==> src/rtl/new_proj_pkg.sv <==
// new_proj_pkg
//   Shared definitions for the synchronous FIFO slice.
//   - DEFAULT_DATASIZE / DEFAULT_ADDRSIZE : default word width and pointer width
//   - fifo_mode_e                         : read-path flavour (REG_READ or FWFT)
//   - sticky_next()                       : next value of a sticky error flag
package new_proj_pkg;

  localparam int DEFAULT_DATASIZE = 8;
  localparam int DEFAULT_ADDRSIZE = 4;

  typedef enum logic {
    REG_READ = 1'b0,
    FWFT     = 1'b1
  } fifo_mode_e;

  // A set request in the same cycle as a clear keeps the flag asserted.
  function automatic logic sticky_next(input logic cur, input logic set_req, input logic clr_req);
    return set_req | (cur & ~clr_req);
  endfunction

endpackage

==> src/rtl/fifo_mem.sv <==
// fifo_mem
//   DEPTH x DATASIZE storage array for custom_sync_fifo.
//   Synchronous write port, asynchronous (combinational) read port, no reset.
// Ports
//   clk_i  : write clock
//   we     : write enable
//   waddr  : write address
//   wdata  : write data
//   raddr  : read address
//   rdata  : read data, follows raddr combinationally
module fifo_mem
  import new_proj_pkg::*;
#(
  parameter int DATASIZE = DEFAULT_DATASIZE,
  parameter int ADDRSIZE = DEFAULT_ADDRSIZE
) (
  input  logic                clk_i,
  input  logic                we,
  input  logic [ADDRSIZE-1:0] waddr,
  input  logic [DATASIZE-1:0] wdata,
  input  logic [ADDRSIZE-1:0] raddr,
  output logic [DATASIZE-1:0] rdata
);

  localparam int DEPTH = 1 << ADDRSIZE;

  logic [DATASIZE-1:0] mem [0:DEPTH-1];

  always_ff @(posedge clk_i) begin
    if (we) begin
      mem[waddr] <= wdata;
    end
  end

  assign rdata = mem[raddr];

endmodule

==> src/rtl/custom_sync_fifo.sv <==
// custom_sync_fifo
//   Single-clock FIFO with registered-read or first-word-fall-through output,
//   occupancy-derived status flags and sticky overflow/underflow flags.
// Parameters
//   DATASIZE : word width
//   ADDRSIZE : pointer width, DEPTH = 2**ADDRSIZE
//   FWFT     : 0 = registered read (latency 1), 1 = first-word-fall-through
//   AF_LEVEL : almost_full when occupancy >= AF_LEVEL (1..DEPTH)
//   AE_LEVEL : almost_empty when occupancy <= AE_LEVEL (0..DEPTH-1)
// Ports
//   clk_i, rst_i           : clock, asynchronous active-high reset
//   din, wen               : write data / write request
//   ren                    : read request
//   err_clr                : synchronous clear of overflow/underflow
//   dout                   : read data
//   fifo_full, fifo_empty  : occupancy == DEPTH / == 0
//   almost_full/empty      : threshold flags
//   fill_level             : occupancy, 0..DEPTH
//   overflow, underflow    : sticky dropped-write / dropped-read flags
module custom_sync_fifo
  import new_proj_pkg::*;
#(
  parameter int DATASIZE = DEFAULT_DATASIZE,
  parameter int ADDRSIZE = DEFAULT_ADDRSIZE,
  parameter int FWFT     = 0,
  parameter int AF_LEVEL = (1 << ADDRSIZE) - 2,
  parameter int AE_LEVEL = 2
) (
  input  logic                clk_i,
  input  logic                rst_i,
  input  logic [DATASIZE-1:0] din,
  input  logic                wen,
  input  logic                ren,
  input  logic                err_clr,
  output logic [DATASIZE-1:0] dout,
  output logic                fifo_full,
  output logic                fifo_empty,
  output logic                almost_full,
  output logic                almost_empty,
  output logic [ADDRSIZE:0]   fill_level,
  output logic                overflow,
  output logic                underflow
);

  localparam int DEPTH = 1 << ADDRSIZE;
  localparam fifo_mode_e MODE = (FWFT != 0) ? new_proj_pkg::FWFT : REG_READ;

  localparam logic [ADDRSIZE:0] DEPTH_CNT = {1'b1, {ADDRSIZE{1'b0}}};
  localparam logic [ADDRSIZE:0] AF_CNT    = AF_LEVEL[ADDRSIZE:0];
  localparam logic [ADDRSIZE:0] AE_CNT    = AE_LEVEL[ADDRSIZE:0];

  // Threshold sanity: anything outside the legal ranges stops elaboration.
  if (AF_LEVEL < 1 || AF_LEVEL > DEPTH) begin : g_af_range
    $error("custom_sync_fifo: AF_LEVEL=%0d outside 1..%0d", AF_LEVEL, DEPTH);
  end
  if (AE_LEVEL < 0 || AE_LEVEL > DEPTH - 1) begin : g_ae_range
    $error("custom_sync_fifo: AE_LEVEL=%0d outside 0..%0d", AE_LEVEL, DEPTH - 1);
  end

  logic [ADDRSIZE-1:0] wr_ptr;
  logic [ADDRSIZE-1:0] rd_ptr;
  logic [ADDRSIZE:0]   count;
  logic [DATASIZE-1:0] rdata;
  logic [DATASIZE-1:0] rd_word_p1;

  logic rd_acc;
  logic wr_acc;
  logic ovf_set;
  logic udf_set;

  // ---- stage p0: request qualification against the registered occupancy ----
  // A write into a full FIFO is still taken when a read frees a slot on the
  // same edge, so the read decision must be made first.
  assign rd_acc  = ren & ~fifo_empty;
  assign wr_acc  = wen & (~fifo_full | rd_acc);
  assign ovf_set = wen & fifo_full & ~rd_acc;
  assign udf_set = ren & fifo_empty;

  fifo_mem #(
    .DATASIZE (DATASIZE),
    .ADDRSIZE (ADDRSIZE)
  ) u_mem (
    .clk_i (clk_i),
    .we    (wr_acc),
    .waddr (wr_ptr),
    .wdata (din),
    .raddr (rd_ptr),
    .rdata (rdata)
  );

  // ---- stage p1: pointer, occupancy and error-flag state ----
  always_ff @(posedge clk_i or posedge rst_i) begin
    if (rst_i) begin
      wr_ptr    <= '0;
      rd_ptr    <= '0;
      count     <= '0;
      overflow  <= 1'b0;
      underflow <= 1'b0;
    end else begin
      if (wr_acc) begin
        wr_ptr <= wr_ptr + 1'b1;
      end
      if (rd_acc) begin
        rd_ptr <= rd_ptr + 1'b1;
      end
      unique case ({wr_acc, rd_acc})
        2'b10:   count <= count + 1'b1;
        2'b01:   count <= count - 1'b1;
        default: count <= count;
      endcase
      overflow  <= sticky_next(overflow, ovf_set, err_clr);
      underflow <= sticky_next(underflow, udf_set, err_clr);
    end
  end

  // Word popped by the most recent accepted read. In registered-read mode this
  // is the output; in FWFT mode it is what dout holds while the FIFO is empty,
  // which also hides stale array contents after a reset.
  always_ff @(posedge clk_i or posedge rst_i) begin
    if (rst_i) begin
      rd_word_p1 <= '0;
    end else if (rd_acc) begin
      rd_word_p1 <= rdata;
    end
  end

  // ---- stage p1 outputs: everything below follows the registered state ----
  assign fill_level   = count;
  assign fifo_full    = (count == DEPTH_CNT);
  assign fifo_empty   = (count == '0);
  assign almost_full  = (count >= AF_CNT);
  assign almost_empty = (count <= AE_CNT);

  if (MODE == new_proj_pkg::FWFT) begin : g_fwft
    assign dout = fifo_empty ? rd_word_p1 : rdata;
  end else begin : g_reg_read
    assign dout = rd_word_p1;
  end

endmodule

==> config.mk <==
export PLATFORM = sky130hd
export DESIGN_NAME = custom_sync_fifo
export DESIGN_NICKNAME = d
export VERILOG_FILES = /design/src/rtl/new_proj_pkg.sv /design/src/rtl/fifo_mem.sv /design/src/rtl/custom_sync_fifo.sv
export SDC_FILE = /design/constraint.sdc
export NUM_CORES = 1
export LEC_CHECK = 0
export CORE_AREA = 2 2 127 129
export CTS_CLUSTER_SIZE = 12
export DETAILED_ROUTE_END_ITERATION = 16
export DIE_AREA = 0 0 129 131
export GPL_TIMING_DRIVEN = 0
export HOLD_SLACK_MARGIN = 0.15
export PLACE_DENSITY_LB_ADDON = 0.2
export SLEW_MARGIN = 40
export SYNTH_ARGS = -nofsm -noshare
export SYNTH_HDL_FRONTEND = slang
export SYNTH_SLANG_ARGS = --single-unit
==> constraint.sdc <==
create_clock -name clk_i -period 3 [get_ports clk_i]
set_clock_uncertainty 0.2 [all_clocks]
set_input_delay 0.75 -clock clk_i [delete_from_list [all_inputs] [get_ports clk_i]]
set_output_delay 0.75 -clock clk_i [all_outputs]
set_load 0.05 [all_outputs]
==> Word-level counts from Yosys, hierarchy flattened <==
Memories as Yosys holds them, arrays and structs flattened. A register that Yosys moved wholly into a read port is not among the register bits.
Cells that the tools add are included.
{ "word_totals": {"mem_bits_rw": 128, "mem_count": 1, "output_inout_bits": 19, "reg_bits": 15, "in_bits": 13, "word_cells": 34} }
{ "op_classes": {"reduce_logical": 2, "n_eq_ne": 3, "addsub": 4, "order_cmp": 2, "n_mux": 3, "n_bitwise": 14} }
{ "memory_table": {"columns": ["name", "depth", "word_bits", "rd", "rd_clocked_by_memory_dff", "write_ports", "line_no", "source"], "rows": [
  ["u_mem.mem", 16, 8, 1, 1, 1, "fifo_mem.sv:27", "logic [DATASIZE-1:0] mem [0:DEPTH-1];"]
]} }
{ "op_table": {"columns": ["operator", "n"], "rows": [
  ["$pmux W5 S2", 1],
  ["$add A4 B1 Y4 const B", 2],
  ["$and A1 B1 Y1", 7],
  ["$add A5 B1 Y5 const B", 1],
  ["$eq A5 B5 Y1 const B", 1],
  ["$ge A5 B4 Y1 const B", 1],
  ["$le A5 B2 Y1 const B", 1],
  ["$logic_not A5 Y1", 1],
  ["$sub A5 B1 Y5 const B", 1],
  ["$not A1 Y1", 4],
  ["$or A1 B1 Y1", 3],
  ["$eq A2 B1 Y1 const B", 1],
  ["$eq A2 B2 Y1 const B", 1],
  ["$mux W1", 2],
  ["$reduce_bool A2 Y1", 1]
]} }

==> Depth between registers and ports, before layout <==
{ "depth": {"word_depth": 7, "mapped_depth": 9} }

==> Cells and area by module <==
Synthesis repeated with hierarchy kept, for this count alone.
{ "hier_totals": {"cells_unflattened": 318, "area_unflattened_um2": 6168.4} }
{ "modules_own_cells": {"columns": ["module", "n_inst", "cells_each", "area_per_inst_um2"], "rows": [
  ["fifo_mem", 1, 221, 4987.3],
  ["custom_sync_fifo", 1, 97, 1181.1]
]} }

==> Worst setup path before layout <==
Ideal clock, no wire load.
{ "synth_timing": {"kind": "register -> output", "start": "register count[2] (netlist: fill_level[2])", "end": "output port almost_empty", "arrival_ns": 3.279, "path_buffers": 1, "stages_incl_launch_ff": 3, "path_slack_ns": -1.229, "required_time_ns": 2.050, "path_cell_list": "dfrtp_1 clkbuf_1 a2111oi_0"} }
{ "synth_via": {"elab_chain_len": 1} }
{ "synth_lines": {"columns": ["element", "line_no", "source"], "rows": [
  ["start: declaration", "custom_sync_fifo.sv:62", "logic [ADDRSIZE:0] count;"],
  ["start signal: assignment", "custom_sync_fifo.sv:107", "2'b10: count <= count + 1'b1;"],
  ["start signal: assignment", "custom_sync_fifo.sv:108", "2'b01: count <= count - 1'b1;"],
  ["start signal: assignment", "custom_sync_fifo.sv:109", "default: count <= count;"],
  ["$le A5 B2 Y1", "custom_sync_fifo.sv:132", "assign almost_empty = (count <= AE_CNT);"],
  ["end: declaration", "custom_sync_fifo.sv:39", "output logic almost_empty,"]
]} }
Every way passes these cells.

==> Worst setup path after layout <==
{ "layout_timing": {"start": "input port wen", "end": "register count[4] (netlist: fill_level[4])"} }
{ "layout_via": {"elab_chain_len": 3} }
{ "layout_lines": {"columns": ["element", "line_no", "source"], "rows": [
  ["start: declaration", "custom_sync_fifo.sv:32", "input logic wen,"],
  ["$and A1 B1 Y1 (*)", "custom_sync_fifo.sv:75", "assign wr_acc = wen & (~fifo_full | rd_acc);"],
  ["$eq A2 B1 Y1 / $eq A2 B2 Y1 (equally long branches)", "custom_sync_fifo.sv:106", "unique case ({wr_acc, rd_acc})"],
  ["$pmux W5 S2 / $reduce_bool A2 Y1 (equally long branches)", null, null]
]} }
Mark *: on every way between the ends. The rest lies on a longest branch, timed or not.
A chain may end at the register's enable or synchronous reset.

==> key figures <==
Floorplan
  – Rows: 46
  – Die width: 129 um
  – Core area: 0.0156 mm^2
  – Chip Height: 131 um
  – Initial core utilization: between 30% and 40%
  – I/O pin total: 32
  – Die area: 0.0169 mm^2

STA
  – Final hold slack: 0.293 ns
  – Final hold violations: 0
  – Worst-Margin Slew: 0.793 ns
  – Max Clock Freq: 341 MHz
  – Slew Limit Fails: 0
  – Relative slew slack: between 40% and 50%
  – Post-route minimum period: ~2.9 ns
  – Setup TNS Final: 0 ns
  – RSZ-0062 raised after global routing: yes
  – Setup violators final: 0
  – Final period util: approximately 98%

CTS
  – Root Driver: clkbuf_16
  – CTS clk-pin slew, worst paths: 0.06 ns
  – CTS Buf Count: 17
  – Clock sinks: about 150
  – H-tree depth: 4
  – CTS Hold Buffers Added: 0
  – Postcts setup bufs: 0
  – Worst-Skew Late Latency: 0.42 ns
  – CTS max path bufs: 2
  – CTS tree: done
  – PostCTS Resize Cnt: 12

Logic synthesis
  – Mapped Cells: 327
  – Asr flop ratio synth: 15.2%
  – Adder-Cell Fraction of Synth Area: around 1.4%
  – Post-synth EDFFs: about 130
  – Post-synthesis mux area share: 14.9%
  – Synthesis Warnings: 0
  – Netlist cell types: 43
  – Post-Syn Area per Cell: 18.6 um^2
  – Post-Synth Simple-Gate Area: 4.40%
  – Top area cells in the synthesized netlist: edfxtp_1 (63%), mux4_2 (12%), dfrtp_1 (9.5%)
  – Compound-gate portion of the synthesized area: 3.74%
  – Main synth FF type: edfxtp_1
  – Area leader, netlist: edfxtp_1
  – Syn_nets: 347
  – Largest family of logic cells by synthesized area: multiplexers
  – Synth top area share: a little over three fifths
  – Seq/Total Area, Yosys: between 70% and 80%
  – Xor and xnor area share after synthesis: 1.15%
  – Mapped Area: 0.00609 mm^2
  – FF+latch count, synth: 151

Worst setup path
  – CP Data Arrival Time: 3.04 ns
  – Worst-path fanout max: 6
  – Worst EP required: ~3.1 ns
  – Crit Path Class: input pin to flop
  – CP endpoint kind: flop
  – Worst setup SP type: input pin

Place
  – Gpl congestion: approximately 0.75
  – Post-DP HPWL: a little under 8000 um
  – Port-buffer cells: 30

Final layout
  – Share of layout cells above drive strength 1: approximately a quarter
  – Core Util, Final: between 40% and 50%
  – Post-layout nets: 397
  – Area delta synth->final: 21.5%
  – Diodes inserted: 0

Min path
  – Type of the most critical hold path: flop to flop

Global route
  – First-pass GRT wire length: 18500 um
  – Vias in the first global route: between 3000 and 4000
  – Grt ovf: 0
  – Initial antenna violation count: 0
  – Total GRT Usage: 15.6%
  – Largest net degree at the start of global routing: 24

Route
  – Final ANT Viol Nets: 0
  – Routed vias: 3084
  – Vias per cell: 5.09
  – Starting DRT DRC Count: 210
  – Drt pass-1 iters: 4
  – DRC Markers: 0
  – DRT Wirelength: approximately 12000 um
  – DR WL/cell: 20.1 um

Flow run
  – MaxCap Viol Count: 0

Outcome
  – Status: completed

Power
  – Pleak: 0.00251 uW
  – Power Total: 7570 uW
  – PwrDens: a little over 1000 mW/mm^2
  – Max VDD drop: between 0.5 and 0.6 mV
worst max-delay path, cell delays in order:
cell	delay, ns
clkdlybuf4s50_1	0.59
nand2b_1	0.23
a21oi_2	0.10
mux2_2	0.29
ha_1	0.24
o31ai_2	0.29
a21oi_1	0.12
and3_2	0.23
a211oi_1	0.19
metrics by stage:
step	cells	setup WS, ns	cell area (um^2)
finish	606	0.0712	7400
global route	606	-0.00224	7400
CTS	607	0.0393	7380
detailed placement	575	-0.422	6720
global placement	573	-0.584	6660
floorplan	327	0.0199	6090
area by class of cell:
| cell class | instances | area [um^2] |
|---|---|---|
| multi-input combinational | 151 | 1640 |
| fill | 1327 | 8200 |
| inverter | 7 | 26.3 |
| clock inverter | 14 | 220 |
| clock buffer | 18 | 429 |
| timing repair buffer | 32 | 309 |
| buffer | 17 | 77.6 |
| tap | 216 | 270 |
| sequential | 151 | 4420 |
cells by family after synthesis:
| group | Yosys count |
|---|---|
| simple gates | 57 |
| buf+inv | 25 |
| mux | 50 |
| fa+ha+maj | 7 |
| flops | 151 |
| xor+xnor | 8 |
| compound gates | 29 |
path summary, 6_finish.rpt:
kind | cells past startpoint | startpoint | slack (ns) | to
max in group asynchronous | 2 | rst_i | 1.78 | fill_level[0]
worst max-delay path | 9 | wen | 0.07 | fill_level[4]
worst min register to register | 2 | dout[2] | 0.29 | dout[2]
min in group asynchronous | 2 | rst_i | 0.47 | dout[6]
worst max register to register | 9 | fill_level[2] | 0.21 | fill_level[4]
worst min-delay path | 2 | dout[2] | 0.29 | dout[2]
sequential cells by signal, indices dropped and copies added, names as in the netlist:
register and cells:
rd_ptr 4, u_mem.mem 128, dout 8, wr_ptr 4, overflow 1, fill_level 5
underflow 1
power breakdown:
| part | switching, uW | total, uW | internal, uW |
|---|---|---|---|
| registers | 175 | 2780 | 2610 |
| logic | 1480 | 2470 | 987 |
| clock network | 841 | 2330 | 1480 |
routing by layer:
metal	track usage (%)	part of all wire (%)	vias to the layer above
li1	-	-	1407
met1	20.5	44	1593
met2	25.1	51	78
met3	4.03	4.7	6
met4	6.52	1.1	0
met5	0	0	-
cell usage after synthesis (2+ instances only):
cell type,number
a31oi_1,2
buf_2,5
nor2_1,15
mux2i_1,16
nand2b_1,4
clkbuf_1,8
nor3_1,5
nand2_1,22
inv_1,7
mux4_2,32
o21ai_0,3
a21oi_1,4
o221ai_1,8
ha_1,7
nand4_1,2
edfxtp_1,128
a22o_1,2
xnor2_1,7
dfrtp_1,23
buf_1,4
cells in the final DEF, fill, tap and decap left out, drive strengths merged, types with 5 or more instances in the layout:
master,instances
buf,12
bufinv,5
clkbuf,26
clkdlybuf4s50,26
clkinv,5
dfrtp,23
edfxtp,128
ha,7
inv,10
mux2i,16
mux4,32
nand2,22
nor2,15
nor3,5
o221ai,8
xnor2,7
Power figures use the tool's default switching activity.
